[config.mk]
export PLATFORM = sky130hd
export DESIGN_NAME = fetch_ctrl
export DESIGN_NICKNAME = d
export VERILOG_FILES = /design/src/rtl/fetch_ctrl.sv
export SDC_FILE = /design/constraint.sdc
export NUM_CORES = 1
export LEC_CHECK = 0
export ABC_AREA = 1
export BUFFER_PORTS_ARGS = -buffer_cell sky130_fd_sc_hd__buf_2
export CORE_UTILIZATION = 45
export CTS_CLUSTER_DIAMETER = 80
export CTS_CLUSTER_SIZE = 8
export DETAILED_ROUTE_END_ITERATION = 8
export MAX_ROUTING_LAYER = met4
export PLACE_DENSITY = 0.67
export SYNTH_ARGS = -nofsm -noshare
export SYNTH_HDL_FRONTEND = slang
export SYNTH_SLANG_ARGS = --single-unit
[constraint.sdc]
create_clock -name clk -period 1.9 [get_ports clk]
set_clock_uncertainty 0.05 [all_clocks]
set_input_delay 0 -clock clk [delete_from_list [all_inputs] [get_ports clk]]
set_output_delay 0 -clock clk [all_outputs]
set_load 0.005 [all_outputs]
[src/rtl/fetch_ctrl.sv]
// Instruction fetch controller: one outstanding imem request, credit-limited
// by a small instruction FIFO, with redirect flush and stale-response discard.
module fetch_ctrl #(
   parameter logic [31:0] RESET_PC  = 32'h0000_0000,
   parameter int unsigned BUF_DEPTH = 2
) (
   input  logic        clk,
   input  logic        rst_n,
   output logic        imem_req_o,
   output logic [31:0] imem_addr_o,
   input  logic        imem_gnt_i,
   input  logic        imem_rvalid_i,
   input  logic [31:0] imem_rdata_i,
   input  logic        redirect_i,
   input  logic [31:0] redirect_pc_i,
   output logic        instr_valid_o,
   output logic [31:0] instr_o,
   output logic [31:0] instr_pc_o,
   input  logic        instr_ready_i
);

   localparam int unsigned PTR_W     = (BUF_DEPTH > 2) ? 2 : 1;
   localparam int unsigned CNT_W     = PTR_W + 1;
   localparam logic [31:0] WORD_MASK = 32'hFFFF_FFFC;
   localparam logic [31:0] START_PC  = RESET_PC & WORD_MASK;

   typedef enum logic [1:0] {IDLE, REQ, WAIT} state_t;

   state_t           state;
   logic [31:0]      fetch_pc;
   logic [31:0]      out_pc;
   logic             discard;
   logic [PTR_W-1:0] wr_ptr;
   logic [PTR_W-1:0] rd_ptr;
   logic [CNT_W-1:0] count;
   logic [31:0]      buf_pc    [BUF_DEPTH];
   logic [31:0]      buf_instr [BUF_DEPTH];

   logic grant;
   logic rsp;
   logic push;
   logic pop;

   // Request only from REQ when the buffer has room; a redirect suppresses it.
   always_comb begin
      imem_req_o = 1'b0;
      if ((state == REQ) && (count < CNT_W'(BUF_DEPTH)) && !redirect_i) begin
         imem_req_o = 1'b1;
      end
   end

   assign grant         = imem_req_o && imem_gnt_i;
   assign rsp           = (state == WAIT) && imem_rvalid_i;
   assign push          = rsp && !discard && !redirect_i;
   assign pop           = instr_valid_o && instr_ready_i && !redirect_i;
   assign imem_addr_o   = fetch_pc;
   assign instr_valid_o = (count != '0);
   assign instr_o       = buf_instr[rd_ptr];
   assign instr_pc_o    = buf_pc[rd_ptr];

   // FSM, fetch PC, discard flag and FIFO bookkeeping; redirect overrides all.
   always_ff @(posedge clk or negedge rst_n) begin
      if (!rst_n) begin
         state    <= IDLE;
         fetch_pc <= START_PC;
         out_pc   <= '0;
         discard  <= 1'b0;
         wr_ptr   <= '0;
         rd_ptr   <= '0;
         count    <= '0;
      end else begin
         case (state)
            IDLE:    state <= REQ;
            REQ:     if (grant) state <= WAIT;
            WAIT:    if (imem_rvalid_i) state <= REQ;
            default: state <= IDLE;
         endcase

         if (grant) begin
            fetch_pc <= fetch_pc + 32'd4;
            out_pc   <= fetch_pc;
         end

         if (redirect_i) begin
            fetch_pc <= redirect_pc_i & WORD_MASK;
            wr_ptr   <= '0;
            rd_ptr   <= '0;
            count    <= '0;
            // In-flight response still to come must be dropped when it lands.
            discard  <= ((state == WAIT) && !imem_rvalid_i) || grant;
         end else begin
            if (rsp) discard <= 1'b0;
            if (push) wr_ptr <= wr_ptr + PTR_W'(1);
            if (pop) rd_ptr <= rd_ptr + PTR_W'(1);
            if (push && !pop) begin
               count <= count + CNT_W'(1);
            end else if (!push && pop) begin
               count <= count - CNT_W'(1);
            end
         end
      end
   end

   // Instruction buffer storage.
   always_ff @(posedge clk or negedge rst_n) begin
      if (!rst_n) begin
         for (int unsigned i = 0; i < BUF_DEPTH; i++) begin
            buf_pc[i]    <= '0;
            buf_instr[i] <= '0;
         end
      end else if (push) begin
         buf_pc[wr_ptr]    <= out_pc;
         buf_instr[wr_ptr] <= imem_rdata_i;
      end
   end

endmodule
After elaboration in Yosys (flattened, before gate mapping) --
Cells that the tools add are included.
Operators by class: add/sub/neg operators 5, $lt $le $gt $ge 4, eq/ne operators 4, multiplexer cells 25, bitwise gates (word level) 2, reduce and logical (&&, ||, !) cells 26
Operators with widths (count):
- $mux W32 | 9
- $bwmux W64 | 2
- $add A32 B3 Y32 const B | 1
- $demux W32 S1 | 1
- $logic_and A1 B1 Y1 | 12
- $mux W2 | 5
- $reduce_bool A2 Y1 | 5
- $mux W1 | 7
- $pmux W2 S3 | 1
- $logic_not A1 Y1 | 5
- $ge A2 B2 Y1 const B | 2
- $ne A2 B2 Y1 const B | 2
- $not A1 Y2 | 2
- $reduce_bool A3 Y1 | 1
- $add A1 B1 Y1 const B | 2
- $add A2 B1 Y2 const B | 1
- $eq A2 B1 Y1 const B | 1
- $eq A2 B2 Y1 const B | 1
- $logic_not A2 Y1 | 1
- $lt A2 B1 Y1 const B | 1
- $lt A2 B2 Y1 const B | 1
- $reduce_and A2 Y1 | 1
- $sub A2 B1 Y2 const B | 1
- $logic_or A1 B1 Y1 | 1
Word-level totals: register bits after elaboration 199, output and inout port bits 98, logic and storage cells 77

Logic depth before layout (Yosys ltp) --
depth in word-level cells 9, gate-level depth with buffers 10, gate-level depth less buffers 10

Worst setup path after synthesis --
OpenSTA, ideal clock, no wires.
path kind register to register, from register fetch_pc[3], in the netlist imem_addr_o[3], to register fetch_pc[30], in the netlist imem_addr_o[30], library setup time 127 ps, arrival time 1305 ps, data required time 1723 ps, setup slack 418 ps, cell stages (with the launch flop) 9, buffers on the path 0, clock period less this slack 1482 ps, cell sequence dfrtp_1 ha_1 nand2_2 nor2_4 nand3_1 nor2_2 nand2_1 nand2_1 nand3b_1
On the way: word-level cells in the longest chain between the ends 3
RTL lines:
- start: declaration | line 30 | logic [31:0] fetch_pc;
- start signal: assignment | line 80 | fetch_pc <= fetch_pc + 32'd4;
- start signal: assignment | line 85 | fetch_pc <= redirect_pc_i & WORD_MASK;
- $add A32 B3 Y32 | line 80
- $mux W32 | line 79 | if (grant) begin
- $mux W32 | line 84 | if (redirect_i) begin
Every way passes these cells. The select of a mux whose other input is x is not followed. A chain may end at the register's enable or synchronous reset.

Final worst setup path --
from register state[1], to register fetch_pc[16], in the netlist imem_addr_o[16]
On the way: word-level cells in the longest chain between the ends 6
RTL lines:
- start: declaration | line 29 | state_t state;
- start signal: assignment | line 64 | state <= IDLE;
- start signal: assignment | line 73 | IDLE: state <= REQ;
- start signal: assignment | line 74 | REQ: if (grant) state <= WAIT;
- $eq A2 B1 Y1 | line 47 | if ((state == REQ) && (count < CNT_W'(BUF_DEPTH)) && !redirect_i) begin
- $logic_and A1 B1 Y1 (2 in a row) | line 47
- $mux W1 | line 47
- $logic_and A1 B1 Y1 | line 52 | assign grant = imem_req_o && imem_gnt_i;
- $reduce_bool A2 Y1 (no line)
Every way passes these cells.

==> impl_metrics.yaml <==
synth:
  synth.area.top_cells: "dfrtp_1 54%, nand2_1 18%, o21ai_0 5.4%"
  avgSynthCellArea_um2: 7.811
  yosysUniqueCellTypes: 31
  seq_area_frac_synth_pct: 53.63
  synth_top_area_cell: "dfrtp_1"
  yosys_warnings: 0
  synth_top_area_share_pct: 53.63
  synth-seq-cells: 191
  netlist_instances: 1141
  syn_area_um2: 8912
clock_network:
  clk_latency_ns: 0.42
  clockBufferDepth: 2
  post-cts-setup-buffers: 0
  numClockSinks: 191
  cts_buffers: 17
  cts_tree: "built"
  clk_pin_slew_ns: 0.07
  cts_root_buffer: "clkbuf_16"
  ctsHtreeMaxLevel: 4
timing:
  worst_pin_slew_ns: 0.5296
  finalCritPeriodShare_pct: 91.30
  maxSlewHeadroom_pct: 64.70
  setup_violations: 0
  finalSetupTns_ns: 0
  rsz0062_at_grt: "false"
  hold_violations: 0
  fmax_ghz: 0.5765
  finalMaxSlewViolations: 0
  period_minus_slack_ns: 1.735
cells_and_area:
  layout-drive-gt1-share_pct: 16.80
  final_cell_mix: "436 x nand2_1, 190 x dfrtp_1, 160 x buf_2"
  final_common_cell: "nand2_1"
  syn_to_final_growth_pct: 27.49
  nets: 1422
  seqCellArea_um2: 4781
  antenna_cells: 0
  multi_input_area_um2: 3438
  fillers: 1821
detailed_routing:
  vias: 7769
  wire_per_inst_um: 13.22
  via_per_inst: 4.772
  drc_errors: 0
  drt_iter0_drc: 426
  ant_nets: 0
  drt_wl_total_um: 21520
  first_pass_iters: 5
global_routing:
  grt_max_degree: 125
  globalRouteTotalUtil_pct: 22.81
  first_global_vias: 7258
  overflow: 0
  antenna_found_initial: 0
  grt_pass1_wl_um: 35600
pwr:
  power.density_nw_per_um2: 1159
  power_leakage_nw: 5.935
  seqPwrFrac_pct: 44.2
  total_power_mw: 13.17
  switching_share_pct: 32.48
  power.switching_mw: 4.277
  combPwrFrac_pct: 27.2
  internal-power_mw: 8.890
  clock_power_share_pct: 28.6
  ir_drop_v: 0.0007354
floorplan:
  die-area_um2: 20370
  core_um2: 19460
  io_pins: 168
  die_w_um: 142.7
  start_util_pct: 45.79
  num_rows: 51
  die_h_um: 142.7
critical_path:
  critPathCaptureType: "flop"
  path_max_fanout: 24
  crit_arrival_ns: 2.04
  critPathLaunchType: "flop"
  crit_type: "reg2reg"
  critical_path_required_ns: 2.21
placed_design:
  hpwl_um: 14200
  port_buffers: 161
  place.gp.congestion: 0.9358
outcome:
  status: "complete, no violations"
flow_run:
  maxCapViolCount: 0
worst_hold_path:
  hold_class: "in2async"
routing by layer:
metal	GRT usage (%)	vias up	part of all wire [%]
li1	-	4003	-
met1	31.23	3538	49
met2	35.09	209	45
met3	3.890	19	4.8
met4	6.055	0	1.1
met5	-	-	0
worst paths after layout:
path	startpoint	endpoint	slack, ns	cells past startpoint
min in group clk	redirect_pc_i[11]	imem_addr_o[11]	0.28	4
max in group asynchronous	rst_n	buf_instr[16]	1.02	3
worst max register to register	state[1]	imem_addr_o[16]	0.17	6
worst max-delay path	state[1]	imem_addr_o[16]	0.17	6
worst min-delay path	rst_n	buf_instr[36]	0.05	2
worst min register to register	buf_instr[6]	buf_instr[6]	0.43	2
synth_stat cells, drive strengths merged:
master and count:
clkbuf 33, inv 119, a21oi 13, conb 1, o221ai 2, ha 1, nor2 60, o22ai 1
or2 1, o21ai 172, o211ai 6, a2bb2oi 1, nand2 440, dfrtp 191, o21bai 6, nand3 44
nor3 3, buf 25, nand4 10, xor2 5, nand3b 7
worst max-delay path: stages (launching register included):
cell and delay [ns]:
dfrtp_1 0.41, nor2_2 0.18, nand3_4 0.19, buf_12 0.21, inv_2 0.35, nand4_1 0.15
nand3b_1 0.11
cells by family after synthesis:
group / after synthesis / synth area share [%]
DFF: 191 / 53.63
buffers and inverters: 177 / 7.974
and+or+nand+nor: 565 / 25.96
adders and majority gates: 1 / 0.1404
xor gates and xnor gates: 5 / 0.4913
other: 1 / 0.04208
AOI/OAI and AO/OA: 201 / 11.76
per-stage QoR:
| stage | std cells | util (%) | setup slack [ns] | hold slack [ns] | area, um2 |
|---|---|---|---|---|---|
| 6_report | 1628 | 58.38 | 0.1653 | 0.05210 | 11360 |
| 5_1_grt | 1628 | 58.38 | 0.01917 | 0.08199 | 11360 |
| 3_5_place_dp | 1529 | 51.65 | 0.1864 | -0.05717 | 10050 |
| 3_3_place_gp | 1529 | 51.65 | 0.2331 | -0.06062 | 10050 |
| 4_1_cts | 1628 | 58.36 | 0.05153 | 0.05750 | 11360 |
| 2_1_floorplan | 1144 | - | 0.4179 | -0.3456 | 8924 |
power by group through the flow:
stage	registers [mW]	clock network, mW	logic [mW]
5_1_grt	5.96	4.03	4.13
3_5_place_dp	5.88	0	3.49
6_report	5.82	3.77	3.58
4_1_cts	5.81	3.87	3.62
3_3_place_gp	5.85	0	3.42
2_1_floorplan	5.73	0	2.11
sequential cells by signal (all words and copies together) (netlist names):
signal,count
rd_ptr,1
imem_addr_o,30
buf_instr,64
state,2
discard,1
wr_ptr,1
buf_pc,60
count,2
out_pc,30
cell type report:
type | instances | share of cell area, %
well taps | 265 | 2.918
clock buffers | 19 | 3.898
inverters | 119 | 3.931
multi-input cells | 776 | 30.26
flip-flops and latches | 191 | 42.08
clock inverters | 12 | 1.608
repair buffers | 246 | 15.31
repair_timing:
item / CTS / global route
hold endpoints to repair: 295 / 0
gates resized for setup: 0 / 1
hold buffers: 68 / 0
setup endpoints to repair: 0 / 7
(Power assumes the default switching activity.)
